**config.mk**
```make
export PLATFORM = sky130hd
export DESIGN_NAME = bram_ring_ctrl
export DESIGN_NICKNAME = d
export VERILOG_FILES = /design/src/rtl/da_mem_pkg.sv /design/src/rtl/bram_ring_skid.sv /design/src/rtl/bram_ring_ctrl.sv
export SDC_FILE = /design/constraint.sdc
export NUM_CORES = 1
export LEC_CHECK = 0
export ABC_CLOCK_PERIOD_IN_PS = 6200
export BUFFER_PORTS_ARGS = -buffer_cell sky130_fd_sc_hd__clkbuf_2
export CAP_MARGIN = 20
export CORE_MARGIN = 5
export CORE_UTILIZATION = 24
export DETAILED_ROUTE_END_ITERATION = 10
export PLACE_DENSITY_LB_ADDON = 0.08
export SLEW_MARGIN = 10
export SYNTH_ARGS = -nofsm -noshare
export SYNTH_HDL_FRONTEND = slang
export SYNTH_SLANG_ARGS = --single-unit
export TNS_END_PERCENT = 5
```
**constraint.sdc**
```tcl
create_clock -name clk -period 6.2 [get_ports clk]
set_input_delay 0.62 -clock clk [delete_from_list [all_inputs] [get_ports clk]]
set_output_delay 0.62 -clock clk [all_outputs]
set_load 0.05 [all_outputs]
```
**src/rtl/da_mem_pkg.sv**
```systemverilog
// Shared widths and the arbiter grant encoding for the sample-memory ring controller.
package da_mem_pkg;
   localparam int MEM_ADDR_WIDTH = 23;
   localparam int MEM_DATA_WIDTH = 16;

   typedef enum logic {
      GRANT_READ  = 1'b0,
      GRANT_WRITE = 1'b1
   } grant_e;
endpackage

```
**src/rtl/bram_ring_skid.sv**
```systemverilog
// Two-entry output skid FIFO absorbing the memory read latency; head is presented to the consumer.
module bram_ring_skid #(
   parameter int DW = 16
) (
   input  logic          clk,
   input  logic          reset,
   input  logic          flush,
   input  logic          push,
   input  logic [DW-1:0] push_data,
   input  logic          pop,
   output logic [DW-1:0] head_data,
   output logic          head_valid,
   output logic [1:0]    count
);
   logic [1:0][DW-1:0] ent_q, ent_d;
   logic               rd_ptr_q, rd_ptr_d;
   logic               wr_ptr_q, wr_ptr_d;
   logic [1:0]         count_q, count_d;
   logic               pop_ok;

   assign pop_ok     = pop & (count_q != 2'd0);
   assign head_valid = (count_q != 2'd0);
   assign head_data  = head_valid ? ent_q[rd_ptr_q] : '0;
   assign count      = count_q;

   always_comb begin
      ent_d    = ent_q;
      rd_ptr_d = rd_ptr_q;
      wr_ptr_d = wr_ptr_q;
      count_d  = count_q + 2'(push) - 2'(pop_ok);
      if (push) begin
         ent_d[wr_ptr_q] = push_data;
         wr_ptr_d        = ~wr_ptr_q;
      end
      if (pop_ok) rd_ptr_d = ~rd_ptr_q;
      if (flush) begin
         ent_d    = '0;
         rd_ptr_d = 1'b0;
         wr_ptr_d = 1'b0;
         count_d  = 2'd0;
      end
   end

   always_ff @(posedge clk) begin
      if (reset) begin
         ent_q    <= '0;
         rd_ptr_q <= 1'b0;
         wr_ptr_q <= 1'b0;
         count_q  <= 2'd0;
      end else begin
         ent_q    <= ent_d;
         rd_ptr_q <= rd_ptr_d;
         wr_ptr_q <= wr_ptr_d;
         count_q  <= count_d;
      end
   end
endmodule

```
**src/rtl/bram_ring_ctrl.sv**
```systemverilog
// Circular sample buffer over a single-port synchronous memory: write/read arbitration,
// pointer management and read-latency absorption via the skid FIFO.
module bram_ring_ctrl
   import da_mem_pkg::*;
#(
   parameter int ADDR_WIDTH = MEM_ADDR_WIDTH,
   parameter int DATA_WIDTH = MEM_DATA_WIDTH
) (
   input  logic                  clk,
   input  logic                  reset,
   input  logic                  flush,
   input  logic [DATA_WIDTH-1:0] in_data,
   input  logic                  in_valid,
   output logic                  in_ready,
   output logic [DATA_WIDTH-1:0] out_data,
   output logic                  out_valid,
   input  logic                  out_ready,
   output logic [ADDR_WIDTH:0]   fill_count,
   output logic                  empty,
   output logic                  full,
   output logic                  mem_we,
   output logic                  mem_oe,
   output logic [ADDR_WIDTH-1:0] mem_addr,
   output logic [DATA_WIDTH-1:0] mem_din,
   input  logic [DATA_WIDTH-1:0] mem_dout
);
   localparam logic [ADDR_WIDTH:0] CAPACITY = {1'b1, {ADDR_WIDTH{1'b0}}};

   logic [ADDR_WIDTH:0] wp_q, wp_d;
   logic [ADDR_WIDTH:0] rp_issue_q, rp_issue_d;
   logic [ADDR_WIDTH:0] rp_q, rp_d;
   logic                inflight_q, inflight_d;
   grant_e              last_grant_q, last_grant_d;

   logic       clr;
   logic       read_want;
   logic       write_grant;
   logic       read_grant;
   logic       out_pop;
   logic       skid_push;
   logic [1:0] skid_count;

   assign clr        = reset | flush;
   assign full       = ((wp_q - rp_issue_q) == CAPACITY);
   assign fill_count = wp_q - rp_q;
   assign empty      = (fill_count == '0);
   assign out_pop    = out_valid & out_ready;
   // A read may only be issued if its word is guaranteed a skid slot on arrival.
   assign read_want  = (rp_issue_q != wp_q) & ((3'(skid_count) + 3'(inflight_q)) < 3'd2);
   assign skid_push  = inflight_q & ~clr;
   assign mem_oe     = skid_push;

   always_comb begin
      in_ready     = 1'b0;
      write_grant  = 1'b0;
      read_grant   = 1'b0;
      last_grant_d = last_grant_q;
      if (!clr) begin
         if (read_want && last_grant_q == GRANT_WRITE) begin
            read_grant = 1'b1;
         end else begin
            in_ready    = ~full;
            write_grant = in_valid & in_ready;
            read_grant  = read_want & ~write_grant;
         end
      end
      if (write_grant)     last_grant_d = GRANT_WRITE;
      else if (read_grant) last_grant_d = GRANT_READ;

      wp_d       = wp_q + (ADDR_WIDTH+1)'(write_grant);
      rp_issue_d = rp_issue_q + (ADDR_WIDTH+1)'(read_grant);
      rp_d       = rp_q + (ADDR_WIDTH+1)'(out_pop);
      inflight_d = read_grant;
      if (flush) begin
         wp_d       = '0;
         rp_issue_d = '0;
         rp_d       = '0;
         inflight_d = 1'b0;
      end

      mem_we   = write_grant;
      mem_addr = '0;
      mem_din  = '0;
      if (write_grant) begin
         mem_addr = wp_q[ADDR_WIDTH-1:0];
         mem_din  = in_data;
      end else if (read_grant) begin
         mem_addr = rp_issue_q[ADDR_WIDTH-1:0];
      end
   end

   always_ff @(posedge clk) begin
      if (reset) begin
         wp_q         <= '0;
         rp_issue_q   <= '0;
         rp_q         <= '0;
         inflight_q   <= 1'b0;
         last_grant_q <= GRANT_READ;
      end else begin
         wp_q         <= wp_d;
         rp_issue_q   <= rp_issue_d;
         rp_q         <= rp_d;
         inflight_q   <= inflight_d;
         last_grant_q <= last_grant_d;
      end
   end

   bram_ring_skid #(.DW(DATA_WIDTH)) u_skid (
      .clk        (clk),
      .reset      (reset),
      .flush      (flush),
      .push       (skid_push),
      .push_data  (mem_dout),
      .pop        (out_pop),
      .head_data  (out_data),
      .head_valid (out_valid),
      .count      (skid_count)
   );
endmodule

```
==> impl_metrics.toml <==
[sta]
worstMarginPinSlew_ns = 1.123
slew_viol_final = 0
finalHoldViolCount = 0
slew_headroom_pct = 25.06
grt_setup_unrepaired = "false"
tns_ns = 0
min_period_ns = 5.321
fmax_mhz = 187.9
final-setup-viol-count = 0
skew_ns = 0.009100
final.period_utilization_pct = 85.82

[logic_synthesis]
ys_seq_elements = 110
synth_area_um2 = 7724
synthCells = 1006
synth_edf_count = 0
synth_cell_types = 69
syn_avg_cell_area_um2 = 7.678
syn_nets = 1099
yosysSeqAreaShare_pct = 28.51
synth_warnings = 0
synth_ff_type = "dfxtp_1"
ys_async_sr_fraction_pct = 0

[setup_path]
path_delay_family = "compound AO/OA/AOI/OAI gates"
end_kind = "primary output"
ff2ff_setup_slack_ns = 1.19
crit_required_ns = 5.58
cp_num_buf_inv = 3
cp_slowest_cell = "or4_4"
arrival_ns = 4.70
cp-start-kind = "register"
path_cells = "inv_1, ha_1, nor2b_1, o31a_1, o211ai_2, o211ai_1, a221oi_1, mux2i_1, nand3_1, or4_4, o21ba_2, buf_4, mux2_4, clkbuf_2"
crit_type = "register to primary output"
slowest_delay_ns = 0.47
path_max_fanout = 23

[die]
core_um2 = 31640
dieArea_um2 = 35870
fp.dieW_um = 189.4
design.portCount = 122
start_util_pct = 24.41
rows = 65
die_y_um = 189.4

[placement]
gp_congestion = 0.8471
io_buffer_count = 121
dpl_cell_area_um2 = 8740
hpwlAfterDp_um = 19310

[pwr]
p_sw_w = 0.0003383
combPwrFrac_pct = 5.2
powerDensity_nw_per_um2 = 148.6
clockPowerShare_pct = 42.1
p_leak_nw = 3.681
internal_power_w = 0.001004
ir_worst_vdd_uv = 126.4
switching_share_pct = 25.20
seq_power_share_pct = 52.7

[global_route]
busiest_layer = "met2"
grtUsageMet2_pct = 22.84
grt_max_degree = 66
antenna_found_initial = 0
use_met3_pct = 3.005
grt_use_total_pct = 13.56
grt-ovfl-total = 0
grt_pass1_vias = 7163
grt_use_met1_pct = 17.59
grt_pass1_wl_um = 39180

[final_layout]
area_growth_pct = 16.93
finalInstanceArea_um2 = 9031
final_common_cell = "clkbuf_2"
drive_gt1_share_pct = 15.20
layout_common_cells = "121 x clkbuf_2, 120 x nor2_1, 116 x nand2_1"
fin_nets = 1200
diodes = 0

[flow_run]
maxCapViolations = 0

[clock_tree]
cts-root-buf = "clkbuf_16"
cts_sinks = 110
cts_tree = "yes"
cts_buffers = 9
post_cts_buffers = 0
hold_buffers = 0
clk_path_buf_depth = 2
clk_pin_slew_worst_paths_ns = 0.08
clk_latency_ns = 0.36
cts_resized = 0
h-tree-depth = 3

[drt]
vias = 7212
drtIter0Drc = 339
postRouteAntennaNets = 0
wl_um = 24740
avgViaCountPerCell = 4.764
first_pass_iters = 5
wire_per_inst_um = 16.34
route.detailed.drc = 0

[status]
outcome = "complete, no violations"

[worst_hold_path]
min_path_type = "register to register"
through the flow:
stage	power, W	util, %	instances	hold WS [ns]	setup slack [ns]
3_5_place_dp	0.0007954	27.63	1497	0.4487	1.215
6_report	0.001342	28.55	1514	0.4581	0.8790
5_1_grt	0.001407	28.55	1514	0.4573	0.4674
3_3_place_gp	0.0007965	27.63	1497	0.4435	1.228
2_1_floorplan	0.0007669	-	1006	0.4353	1.199
4_1_cts	0.001378	28.50	1513	0.4416	0.7753
cell usage after synthesis, types with 22 or more instances:
library cell  number  area share (%)
inv_1             72             3.5
ha_1              55             8.9
dfxtp_1          110              29
nand3_1           38             2.5
nor2_1           121             5.9
o21ai_0           62             4.0
xnor2_1           65             7.4
and2_1            30             2.4
xor2_1            25             2.8
clkbuf_1          35             1.7
a32o_1            22             2.9
a21oi_1           42             2.7
nand2_1          116             5.6
mux2i_1           22             2.9
cells by family after synthesis:
family                   synth area share [%]
AND/OR/NAND/NOR                         24.95
AO/OA/AOI/OAI                           18.29
buffers and inverters                   5.832
flip-flops                              28.51
XOR/XNOR                                10.21
adder cells (fa/ha/maj)                 9.169
multiplexers                            3.045
routing by layer:
layer  wire, um  vias to the layer above
met5          0                        -
met4        315                        0
met3       1217                       15
met2      11560                      146
met1      11650                     3356
li1           -                     3695
worst min-delay path: cells and delay by family, from the launching register on:
family / cells / cell delay [ns]
DFF: 1 / 0.31
AOI/OAI and AO/OA: 1 / 0.06
and+or+nand+nor: 1 / 0.05
cell type report:
type	count	area, um2
clock buffers	10	229.0
clock inverters	6	47.55
fillers	3479	22610
inverters	72	270.3
multi-input cells	781	5076
flip-flops and latches	110	2202
well taps	402	503.0
repair buffers	133	703.2
power groups by stage:
stage	clock network, W	logic (W)	registers (W)
3_5_place_dp	0	0.0000714	0.000724
5_1_grt	0.000623	0.0000765	0.000708
3_3_place_gp	0	0.0000725	0.000724
2_1_floorplan	0	0.0000431	0.000724
6_report	0.000565	0.0000703	0.000707
4_1_cts	0.000599	0.0000718	0.000707
final timing paths:
check	cells past startpoint	end	startpoint
max	14	mem_addr[0]	rp_issue_q[1]$_SDFF_PP0_
min	2	u_skid.ent_q[6]$_SDFFE_PP0P_	u_skid.ent_q[6]$_SDFFE_PP0P_
max reg2reg	22	rp_issue_q[22]$_SDFF_PP0_	rp_issue_q[1]$_SDFF_PP0_
min reg2reg	2	u_skid.ent_q[6]$_SDFFE_PP0P_	u_skid.ent_q[6]$_SDFFE_PP0P_
registers in the layout, indices dropped and copies added, names as in the netlist:
name	cells
u_skid.ent_q	32
u_skid.rd_ptr_q	1
rp_q	24
rp_issue_q	24
u_skid.count	2
u_skid.wr_ptr_q	1
inflight_q	1
last_grant_q	1
wp_q	24
(Power assumes the default switching activity.)
